`config.mk`:
```
export PLATFORM = sky130hd
export DESIGN_NAME = imm_gen_pipe
export DESIGN_NICKNAME = d
export VERILOG_FILES = /design/src/rtl/imm_gen_pipe.sv
export SDC_FILE = /design/constraint.sdc
export NUM_CORES = 1
export LEC_CHECK = 0
export ABC_AREA = 1
export ABC_CLOCK_PERIOD_IN_PS = 4500
export CAP_MARGIN = 30
export CORE_UTILIZATION = 58
export CTS_CLUSTER_SIZE = 40
export DETAILED_ROUTE_END_ITERATION = 8
export PLACE_DENSITY = 0.86
export RECOVER_POWER = 100
export SETUP_SLACK_MARGIN = 0.2
export SLEW_MARGIN = 0
export SYNTH_ARGS = -nofsm -noshare
export SYNTH_HDL_FRONTEND = slang
export SYNTH_SLANG_ARGS = --single-unit
```
`constraint.sdc`:
```
create_clock -name clk -period 4.5 [get_ports clk]
set_clock_uncertainty 0.1 [all_clocks]
set_input_delay 1.125 -clock clk [delete_from_list [all_inputs] [get_ports clk]]
set_output_delay 1.125 -clock clk [all_outputs]
set_load 0.02 [all_outputs]
```
`src/rtl/imm_gen_pipe.sv`:
```
// -----------------------------------------------------------------------------
// imm_gen_pipe
//   Immediate generator for the decode stage. For each accepted instruction it
//   produces the XLEN-wide immediate, an immediate-type code, an
//   illegal-encoding flag and the PC-relative target (pc + imm, wrapping).
//   Decode is combinational on the input side; results land in a 2-entry
//   output buffer (output register + skid register), so in_ready depends only
//   on the buffer state register and never on out_ready.
//
// Parameters
//   XLEN     datapath width, 32 or 64 (anything else stops elaboration)
//   ZIMM_EN  1: SYSTEM with funct3[2]=1 yields the CSR zimm (type Z)
//            0: every SYSTEM encoding yields type NONE
//
// Ports
//   clk          rising-edge clock
//   rst_n        asynchronous active-low reset
//   flush        synchronous flush, empties the buffer and drops this input
//   in_valid     in_inst/in_pc valid
//   in_ready     block accepts this cycle (low only when the buffer is full)
//   in_inst      32-bit instruction word
//   in_pc        instruction address
//   out_valid    out_* fields valid
//   out_ready    downstream accepts
//   out_imm      immediate, sign/zero-extended to XLEN
//   out_type     0 NONE, 1 I, 2 S, 3 B, 4 U, 5 J, 6 Z
//   out_illegal  unsupported opcode or inst[1:0] != 2'b11
//   out_target   in_pc + out_imm modulo 2^XLEN
// -----------------------------------------------------------------------------
module imm_gen_pipe #(
  parameter int XLEN    = 32,
  parameter int ZIMM_EN = 1
) (
  input  logic            clk,
  input  logic            rst_n,
  input  logic            flush,
  input  logic            in_valid,
  output logic            in_ready,
  input  logic [31:0]     in_inst,
  input  logic [XLEN-1:0] in_pc,
  output logic            out_valid,
  input  logic            out_ready,
  output logic [XLEN-1:0] out_imm,
  output logic [2:0]      out_type,
  output logic            out_illegal,
  output logic [XLEN-1:0] out_target
);

  if (XLEN != 32 && XLEN != 64) begin : g_bad_xlen
    $error("imm_gen_pipe: XLEN must be 32 or 64");
  end

  localparam logic [2:0] T_NONE = 3'd0;
  localparam logic [2:0] T_I    = 3'd1;
  localparam logic [2:0] T_S    = 3'd2;
  localparam logic [2:0] T_B    = 3'd3;
  localparam logic [2:0] T_U    = 3'd4;
  localparam logic [2:0] T_J    = 3'd5;
  localparam logic [2:0] T_Z    = 3'd6;

  typedef struct packed {
    logic [XLEN-1:0] imm;
    logic [2:0]      ty;
    logic            illegal;
  } dec_t;

  typedef enum logic [1:0] {
    EMPTY = 2'd0,
    ONE   = 2'd1,
    FULL  = 2'd2
  } buf_state_t;

  // Every RISC-V immediate fits in 32 signed bits; it is assembled at that
  // width and then sign-extended once, which also gives the XLEN=64
  // sign-extension of U-type for free. zimm is built non-negative, so the same
  // extension zero-extends it.
  function automatic dec_t decode(input logic [31:0] inst);
    dec_t              d;
    logic signed [31:0] imm32;
    logic               s;
    s         = inst[31];
    imm32     = '0;
    d.ty      = T_NONE;
    d.illegal = 1'b0;
    if (inst[1:0] != 2'b11) begin
      d.illegal = 1'b1;
    end else begin
      case (inst[6:0])
        7'b0000011, 7'b0010011, 7'b1100111, 7'b0001111: begin
          d.ty  = T_I;
          imm32 = {{20{s}}, inst[31:20]};
        end
        7'b0011011: begin
          if (XLEN == 64) begin
            d.ty  = T_I;
            imm32 = {{20{s}}, inst[31:20]};
          end else begin
            d.illegal = 1'b1;
          end
        end
        7'b0100011: begin
          d.ty  = T_S;
          imm32 = {{20{s}}, inst[31:25], inst[11:7]};
        end
        7'b1100011: begin
          d.ty  = T_B;
          imm32 = {{20{s}}, inst[7], inst[30:25], inst[11:8], 1'b0};
        end
        7'b0110111, 7'b0010111: begin
          d.ty  = T_U;
          imm32 = {inst[31:12], 12'b0};
        end
        7'b1101111: begin
          d.ty  = T_J;
          imm32 = {{12{s}}, inst[19:12], inst[20], inst[30:21], 1'b0};
        end
        7'b0110011: begin
          d.ty = T_NONE;
        end
        7'b0111011: begin
          if (XLEN != 64) d.illegal = 1'b1;
        end
        7'b1110011: begin
          if (ZIMM_EN != 0 && inst[14]) begin
            d.ty  = T_Z;
            imm32 = {27'b0, inst[19:15]};
          end
        end
        default: begin
          d.illegal = 1'b1;
        end
      endcase
    end
    d.imm = XLEN'(imm32);
    return d;
  endfunction

  // ---- stage p0: combinational decode and target add on the input ----
  dec_t            dec_p0;
  logic [XLEN-1:0] tgt_p0;
  logic            accept_p0;

  always_comb begin
    dec_p0 = decode(in_inst);
    tgt_p0 = in_pc + dec_p0.imm;
  end

  assign accept_p0 = in_valid && in_ready && !flush;

  // ---- stage p1: two-entry output buffer (output register + skid) ----
  buf_state_t state_p1, state_nxt;
  logic       load_out, load_skid, skid_to_out;

  dec_t            skid_dec_p1;
  logic [XLEN-1:0] skid_tgt_p1;

  always_ff @(posedge clk or negedge rst_n) begin
    if (!rst_n) state_p1 <= EMPTY;
    else        state_p1 <= state_nxt;
  end

  always_comb begin
    state_nxt   = state_p1;
    load_out    = 1'b0;
    load_skid   = 1'b0;
    skid_to_out = 1'b0;
    if (flush) begin
      state_nxt = EMPTY;
    end else begin
      case (state_p1)
        EMPTY: begin
          if (accept_p0) begin
            state_nxt = ONE;
            load_out  = 1'b1;
          end
        end
        ONE: begin
          if (accept_p0 && out_ready) begin
            load_out = 1'b1;
          end else if (accept_p0) begin
            state_nxt = FULL;
            load_skid = 1'b1;
          end else if (out_ready) begin
            state_nxt = EMPTY;
          end
        end
        FULL: begin
          // in_ready is low here, so nothing new can arrive alongside.
          if (out_ready) begin
            state_nxt   = ONE;
            skid_to_out = 1'b1;
          end
        end
        default: state_nxt = EMPTY;
      endcase
    end
  end

  always_ff @(posedge clk or negedge rst_n) begin
    if (!rst_n) begin
      out_imm     <= '0;
      out_type    <= T_NONE;
      out_illegal <= 1'b0;
      out_target  <= '0;
      skid_dec_p1 <= '0;
      skid_tgt_p1 <= '0;
    end else begin
      if (load_out) begin
        out_imm     <= dec_p0.imm;
        out_type    <= dec_p0.ty;
        out_illegal <= dec_p0.illegal;
        out_target  <= tgt_p0;
      end else if (skid_to_out) begin
        out_imm     <= skid_dec_p1.imm;
        out_type    <= skid_dec_p1.ty;
        out_illegal <= skid_dec_p1.illegal;
        out_target  <= skid_tgt_p1;
      end
      if (load_skid) begin
        skid_dec_p1 <= dec_p0;
        skid_tgt_p1 <= tgt_p0;
      end
    end
  end

  assign out_valid = (state_p1 != EMPTY);
  assign in_ready  = (state_p1 != FULL);

endmodule
```
After elaboration in Yosys (flattened, before gate mapping)
Index checks and enable logic that the tools add are counted.
{ "word_totals": {"reg_bits": 138} }
{ "op_classes": {"n_reduce_logical": 11, "add_sub_neg": 1, "muxes": 33, "eq_ne": 19} }
{ "op_table": {"columns": ["operator", "count"], "rows": [
  ["$pmux W32 S6", 1],
  ["$mux W32", 5],
  ["$add A32 B32 Y32", 1],
  ["$eq A7 B7 Y1 const B", 4],
  ["$eq A7 B6 Y1 const B", 3],
  ["$pmux W3 S6", 1],
  ["$eq A7 B5 Y1 const B", 2],
  ["$mux W1", 13],
  ["$mux W2", 6],
  ["$mux W3", 4],
  ["$reduce_or A11 Y1", 1],
  ["$ne A3 B3 Y1 const B", 3],
  ["$eq A7 B2 Y1 const B", 1],
  ["$eq A7 B4 Y1 const B", 1],
  ["$pmux W2 S3", 1],
  ["$mux W5", 1],
  ["$ne A2 B2 Y1 const B", 2],
  ["$ne A4 B4 Y1 const B", 1],
  ["$reduce_and A4 Y1", 1],
  ["$reduce_bool A2 Y1", 2],
  ["$reduce_or A4 Y1", 1],
  ["$logic_and A1 B1 Y1", 3],
  ["$eq A2 B1 Y1 const B", 1],
  ["$eq A2 B2 Y1 const B", 1],
  ["other kinds (4)", 4]
]} }

Longest topological paths before layout
Gate-level depths: netlist of the first run.
{ "depth": {"depth_word": 8, "ltp_mapped": 24, "mapped_depth_nobuf": 23} }

Worst setup path before layout of the first run
No wires, ideal clock.
{ "synth_path": {"kind": "input-to-reg", "from": "in in_inst[1]", "to": "reg out_target[16]", "cell_stages": 18, "setup_ns": 0.118, "arrival_time_ns": 3.412, "slack_ns": 0.870, "path_cell_list": "nand2_1 > inv_1 > nand3_2 > nor2_4 > nand4_2 > o21ai_1 > ha_1 > inv_1 > fa_1 > inv_1 > nand3_1 > nand2_1 > nand2_1 > nand2_1 > a21oi_1 > or2_2 > nand3_1 > nand2_1"} }
{ "synth_rtl": {"columns": ["item", "line", "rtl"], "rows": [
  ["start, declared", "39", "input logic [31:0] in_inst,"],
  ["end signal, assigned", "212", "out_target <= tgt_p0;"],
  ["end signal, assigned", "217", "out_target <= skid_tgt_p1;"],
  ["end, declared", "46", "output logic [XLEN-1:0] out_target"]
]} }

==> results by group, run 1 <==
Outcome
  – Status: finished with violations
  – Failing checks: max-capacitance violations, max-slew violations

Cells and area
  – Antenna Cells: 0
  – Filler cells: about 1.0k
  – Fin nets: roughly 1.4k
  – Area delta synth->final: 30.4%
  – Core Util, Final: 0.778
  – Share of layout cells above drive strength 1: 0.0984

Power
  – Pwr Total: between 0.004 and 0.005 W
  – Static Leak: 5.45 nW
  – PwrDens: 412 nW/µm²
  – Peak supply drop: 0.286 mV

Global routing
  – Overall Global Routing Usage: 0.369
  – Largest net degree at the start of global routing: 102
  – GRT overflow: 0
  – Vias in the first global route: 8,167
  – First-pass GRT wire length: 41,300 µm
  – Antenna violations before repair: 0

Timing
  – Max-slew violations: 102
  – Fin crit period: 4.16 ns
  – Hold Violations, Final: 0
  – Final Setup Violations: 0
  – Fmax: ~240 MHz
  – Worst Tran Pin Value: around 2.5 ns
  – Worst hold margin: approximately 0.38 ns
  – PnR worst setup slack: 0.337 ns
  – RSZ-0062 raised after global routing: yes
  – Final period utilization: 0.925
  – Slew headroom: -0.654

Yosys
  – Seq/Total Area, Yosys: 0.417
  – Syn Nets: around 1.2k
  – Yosys reg bits: 138
  – Post-Syn Instances: 1,125
  – Synth Area per Inst: 7.35 µm²
  – Yosys warns: 0
  – Synthesized area: 8270 µm²
  – Unique masters post-synth: 41

Setup path
  – Worst setup SP type: input pin
  – Max FO, Critical Path: 10
  – Crit path arrival time: 4.43 ns
  – CP endpoint kind: register
  – Reg2reg setup slack: approximately 1.4 ns
  – Crit Path Class: input pin to register
  – CP required: 4.77 ns

Flow run
  – Number of max-cap violations: 1

CTS
  – Clock Latency Late Sink: about 0.43 ns
  – Clk buf depth: 2
  – Clk root buf: clkbuf_16
  – Clock sinks: 138
  – Clock-pin slew on the worst setup and hold paths: 0.06 ns
  – CTS Hold Bufs: 0
  – Number of buffers created by CTS: 17
  – H-tree depth: 4
  – CTS tree: done

Routing
  – Drt total wl: 25,700 µm
  – DRC Markers: 0
  – WL/cell: 17.2 µm
  – Initial DRC count: roughly 790
  – Pre-Repair DR Iteration Count: 6
  – Vias post-DR: 8,551
  – Vias per inst: 5.74
  – Routed Antenna Nets: 0

Floorplan
  – I/O pin cnt: 139
  – Core area: between 10,000 and 15,000 µm²
  – Die Wd: 121 µm
  – Rows: 43
  – Initial core utilization: 0.596
  – Die area: 14,700 µm²
  – Die H: 121 µm

Place
  – HPWL after DPL: around 19,000 µm
  – Port Buffers: 138
  – Placer Congestion: 0.997
  – Placement Setup Slack: -0.0638 ns

Hold path
  – Hold crit path type: register to register
[cells in the final DEF, fill, tap and decap left out, types with 7 or more instances in the layout]
master and count:
a21oi_1 33, nand4_1 8, a22o_1 8, clkbuf_1 7, dlygate4sd3_1 72, ha_1 25
xor2_1 10, inv_1 130, o211ai_1 53, clkbuf_16 17, o21ai_2 8, buf_4 40
inv_2 7, nor2_1 60, nand3b_1 7, dfrtp_1 138, clkdlybuf4s50_1 65, nand2_2 10
nand2_1 402, o21ai_0 61, nand3_1 70
[state kept, by name, summed over array words and instances (netlist names)]
register / cells
out_imm: 32
skid_tgt_p1: 32
out_target: 32
out_illegal: 1
skid_dec_p1: 36
out_type: 3
state_p1: 2
[power breakdown]
group          leakage (nW)  switching (W)  internal (W)
clock                 0.297       0.000569      0.000930
sequential             1.78       0.000170       0.00161
combinational          3.37       0.000706      0.000465
total                  5.45        0.00145       0.00300
[what timing repair did]
action                     4_1_cts  5_1_grt
resized for setup                0       24
setup buffers                    0        1
setup endpoints to repair        0       26
[metal layers]
metal | part of all wire | track usage
met5 | 0 | 0
met4 | 0.041 | 0.181
met3 | 0.078 | 0.0752
met2 | 0.47 | 0.582
met1 | 0.41 | 0.484
[cell usage after synthesis]
| library cell | instances | share of area |
|---|---|---|
| a21o_1 | 2 | 0.0018 |
| a21oi_1 | 37 | 0.022 |
| a22o_1 | 8 | 0.0085 |
| a22oi_1 | 5 | 0.0045 |
| a31oi_1 | 1 | 0.00076 |
| and2_1 | 1 | 0.00076 |
| buf_1 | 6 | 0.0027 |
| buf_2 | 10 | 0.0060 |
| buf_4 | 3 | 0.0027 |
| buf_6 | 1 | 0.0014 |
| clkbuf_1 | 15 | 0.0068 |
| dfrtp_1 | 138 | 0.42 |
| fa_1 | 1 | 0.0024 |
| ha_1 | 31 | 0.047 |
| inv_1 | 129 | 0.059 |
| inv_2 | 9 | 0.0041 |
| nand2_1 | 403 | 0.18 |
| nand2_2 | 9 | 0.0068 |
| nand3_1 | 70 | 0.042 |
| nand3_2 | 2 | 0.0024 |
| nand3_4 | 1 | 0.0021 |
| nand3b_1 | 7 | 0.0064 |
| nand4_1 | 8 | 0.0060 |
| nand4_2 | 1 | 0.0015 |
| nor2_1 | 61 | 0.028 |
| nor2_2 | 3 | 0.0023 |
| nor2_4 | 2 | 0.0027 |
| nor3_1 | 5 | 0.0030 |
| nor3_2 | 1 | 0.0012 |
| nor3_4 | 1 | 0.0020 |
| nor4_1 | 1 | 0.00076 |
| o211ai_1 | 53 | 0.048 |
| o21a_1 | 3 | 0.0027 |
| o21ai_0 | 60 | 0.036 |
| o21ai_1 | 4 | 0.0024 |
| o21ai_2 | 7 | 0.0074 |
| o21bai_1 | 6 | 0.0054 |
| o311ai_0 | 1 | 0.0011 |
| or2_2 | 4 | 0.0030 |
| xnor2_1 | 5 | 0.0053 |
| xor2_1 | 10 | 0.011 |
[cell families after synthesis]
kind of cell    count (synthesis)  synth area share
simple gates                  580             0.294
compound gates                187             0.141
buf+inv                       173            0.0823
flops                         138             0.417
fa+ha+maj                      32            0.0493
xor+xnor                       15            0.0159
[worst paths after layout]
path,start,end,cells past startpoint
max,in_inst[4],out_target[23],21
min,out_target[2],out_target[2],2
max reg2reg,state_p1[1],out_target[17],9
min reg2reg,out_target[2],out_target[2],2
max in group asynchronous,rst_n,out_target[22],2
min in group asynchronous,rst_n,state_p1[0],1
[final cells by class]
class / count / area (µm²) / share of cell area
Clock inverter: 14 / 196 / 0.0182
Inverter: 138 / 518 / 0.0480
Clock buffer: 18 / 429 / 0.0398
Tap cell: 180 / 225 / 0.0209
Sequential cell: 138 / 3450 / 0.320
Multi-Input combinational cell: 815 / 4220 / 0.391
Timing Repair Buffer: 188 / 1760 / 0.163
[stage by stage]
| step | std cells | setup TNS (ns) | cell area (µm²) |
|---|---|---|---|
| after CTS | 1489 | 0 | 10700 |
| after global routing | 1491 | 0 | 10800 |
| final | 1491 | 0 | 10800 |
| after detailed placement | 1457 | -0.118 | 10100 |
| after global placement | 1457 | -0.0524 | 10100 |
| after floorplan | 1125 | 0 | 8270 |
[critical path, cell delays in order]
cell	delay, ns
clkdlybuf4s50_1	0.53
inv_2	0.09
nand2_2	0.09
nor2_1	0.06
buf_4	0.13
nand2_1	0.08
inv_1	0.07
nor2_1	0.12
nand2_2	0.12
o21ai_2	0.18
buf_6	0.19
nand2_2	0.09
ha_1	0.38
nand2_1	0.10
nand2_1	0.06
a21oi_1	0.21
nand2_1	0.13
a21oi_1	0.24
xnor2_1	0.24
nand2_1	0.12
nand2_1	0.08
Power figures use the tool's default switching activity.
==> inputs of run 2 (changes only) <==
CORE_MARGIN = 4   (was unset)
RECOVER_POWER = 25   (was 100)
==> results by group, run 2 (synthesis results as in run 1) <==
Routing
  – Vias post-DR: 8,305 (-2.9%)
  – DRC Markers: 0 (unchanged)
  – Initial DRC count: 687 (-13%)
  – Vias per inst: 5.60 (-2.3%)
  – Pre-Repair DR Iteration Count: 6 (unchanged)
  – Drt total wl: 24,800 µm (-3.4%)
  – Routed Antenna Nets: 0 (unchanged)
  – WL/cell: 16.8 µm (-2.8%)

Floorplan
  – Core area: 13,900 µm² (+0.39%)
  – Die Wd: 127 µm (+4.9%)
  – Rows: 43 (unchanged)
  – Initial core utilization: 0.594 (-0.00230)
  – I/O pin cnt: 139 (unchanged)
  – Die H: 127 µm (+4.9%)
  – Die area: 16,200 µm² (+10%)

Timing
  – Worst Tran Pin Value: 2.88 ns (+0.396 ns)
  – Max-slew violations: 65 (-36%)
  – Slew headroom: -0.918 (-0.264)
  – Fin crit period: 4.06 ns (-0.0985 ns)
  – Final Setup Violations: 0 (unchanged)
  – RSZ-0062 raised after global routing: yes
  – Final period utilization: 0.903 (-0.0219)
  – Hold Violations, Final: 0 (unchanged)
  – Fmax: 246 MHz (+2.4%)

CTS
  – Clock sinks: 138 (unchanged)
  – Clk root buf: clkbuf_16
  – Clock-pin slew on the worst setup and hold paths: 0.06 ns (about the same)
  – H-tree depth: 4 (unchanged)
  – CTS tree: done
  – Number of buffers created by CTS: 17 (unchanged)
  – CTS Hold Bufs: 0 (unchanged)
  – Clock Latency Late Sink: 0.43 ns (about the same)
  – Clk buf depth: 2 (unchanged)

Global routing
  – Vias in the first global route: 8,092 (-0.92%)
  – Largest net degree at the start of global routing: 104 (+2.0%)
  – Antenna violations before repair: 0 (unchanged)
  – First-pass GRT wire length: 40,400 µm (-2.2%)
  – Overall Global Routing Usage: 0.313 (-0.0564)
  – GRT overflow: 0 (unchanged)

Cells and area
  – Most frequent cells in the layout: nand2_1, dfrtp_1, clkdlybuf4s50_1
  – Design area: 10,700 µm² (-0.68%)
  – Area delta synth->final: 29.5%
  – Most common cell after layout, fill and taps aside: nand2_1
  – Max FFs per register: 36 (unchanged)
  – Antenna Cells: 0 (unchanged)
  – Fin nets: 1,390 (-0.64%)
  – Share of layout cells above drive strength 1: 0.0945 (-0.00393)
  – Largest reg by FF count: skid_dec_p1

Hold path
  – Hold crit path type: register to register

Place
  – Placer Congestion: 0.959 (-3.9%)
  – Port Buffers: 138 (unchanged)
  – Area after DPL: 10,100 µm² (-0.35%)
  – HPWL after DPL: 18,500 µm (-0.66%)

Outcome
  – Failing checks: max-capacitance violations, max-slew violations
  – Status: finished with violations

Setup path
  – Reg2reg setup slack: 2.43 ns (+1.03 ns)
  – Crit Path Class: input pin to register
  – CP required: 4.71 ns (-0.06 ns)
  – Crit path arrival time: 4.28 ns (-0.15 ns)
  – Worst setup SP type: input pin
  – CP endpoint kind: register
  – Max FO, Critical Path: 5 (-5)

Power
  – Pwr Total: 0.00435 W (-2.3%)
  – Peak supply drop: 0.242 mV (-15%)
  – PwrDens: 406 nW/µm² (-1.6%)
  – Static Leak: 5.30 nW (-2.8%)

Flow run
  – Number of max-cap violations: 1 (unchanged)
## run 2: cell count changes in the layout (fill, tap and decap cells not counted), moves of 3 or more
cell,change
clkbuf_1,-5
clkdlybuf4s50_1,+71
dlygate4sd3_1,-72
ha_1,+5
ha_2,-4
inv_2,+3
nor2_1,-4
nor2_2,+4
o21ai_0,-3
## run 2: area by class of cell
class | count | area, µm²
tap | 180 | 225
clock buffer | 19 | 433
clock inverter | 13 | 144
fill | 1049 | 3220
timing repair buffer | 180 | 1750
multi-input combinational | 814 | 4200
sequential | 138 | 3450
inverter | 138 | 518
## run 2: path summary, 6_finish.rpt
| kind | from | cells after the start | end |
|---|---|---|---|
| max in group asynchronous | rst_n | 1 | out_imm[18] |
| min in group asynchronous | rst_n | 1 | state_p1[0] |
| worst min-delay path | skid_tgt_p1[13] | 2 | skid_tgt_p1[13] |
| worst min register to register | skid_tgt_p1[13] | 2 | skid_tgt_p1[13] |
| worst max-delay path | in_inst[1] | 24 | out_target[30] |
| worst max register to register | state_p1[1] | 8 | out_target[27] |
## run 2: layer usage
metal  GRT usage  routed length (µm)  vias to the layer above
li1            -                   -                     3971
met1       0.432               10800                     3913
met2       0.492               11600                      364
met3      0.0552                1790                       57
met4       0.126                 660                        0
met5           0                   0                        -
## run 2: critical path, stage by stage
cell	delay [ns]
clkdlybuf4s50_1	0.46
nand2_1	0.10
nor2_1	0.20
nand2_1	0.12
inv_2	0.16
a22oi_1	0.14
o21ai_2	0.07
buf_4	0.14
ha_1	0.15
inv_1	0.05
fa_1	0.38
inv_1	0.09
nand3_1	0.07
nand2_1	0.13
nand2_1	0.06
nand2_1	0.12
nand3_1	0.08
nand2_1	0.11
buf_4	0.12
nand2_1	0.08
nand2_1	0.10
nand2_1	0.07
nand3_1	0.08
nand2_1	0.06
## run 2: stage by stage
stage / TNS [ns] / cells / hold WS, ns / utilization / setup slack [ns]
after floorplan: 0 / 1125 / 0.343 / - / 0.870
after global placement: -0.124 / 1449 / 0.354 / 0.724 / -0.0692
after detailed placement: 0 / 1449 / 0.367 / 0.724 / 0.0127
after CTS: 0 / 1481 / 0.383 / 0.765 / 0.425
after global routing: 0 / 1482 / 0.404 / 0.769 / 0.151
final: 0 / 1482 / 0.377 / 0.769 / 0.436
## run 2: timing repair
| action | CTS | global route |
|---|---|---|
| endpoints found under the setup margin | 0 | 18 |
| setup buffers | 0 | 1 |
| resized for setup | 0 | 16 |
## run 2: power breakdown
group	internal [W]	leakage, nW	switching (W)
clock	0.000819	0.270	0.000564
sequential	0.00161	1.78	0.000167
combinational	0.000508	3.25	0.000681
total	0.00293	5.30	0.00141
==> inputs of run 3 (changes only) <==
SLEW_MARGIN = 10   (was 0)
==> results of run 3 <==
No change in the layout: final DEF, timing and power equal those of run 2.
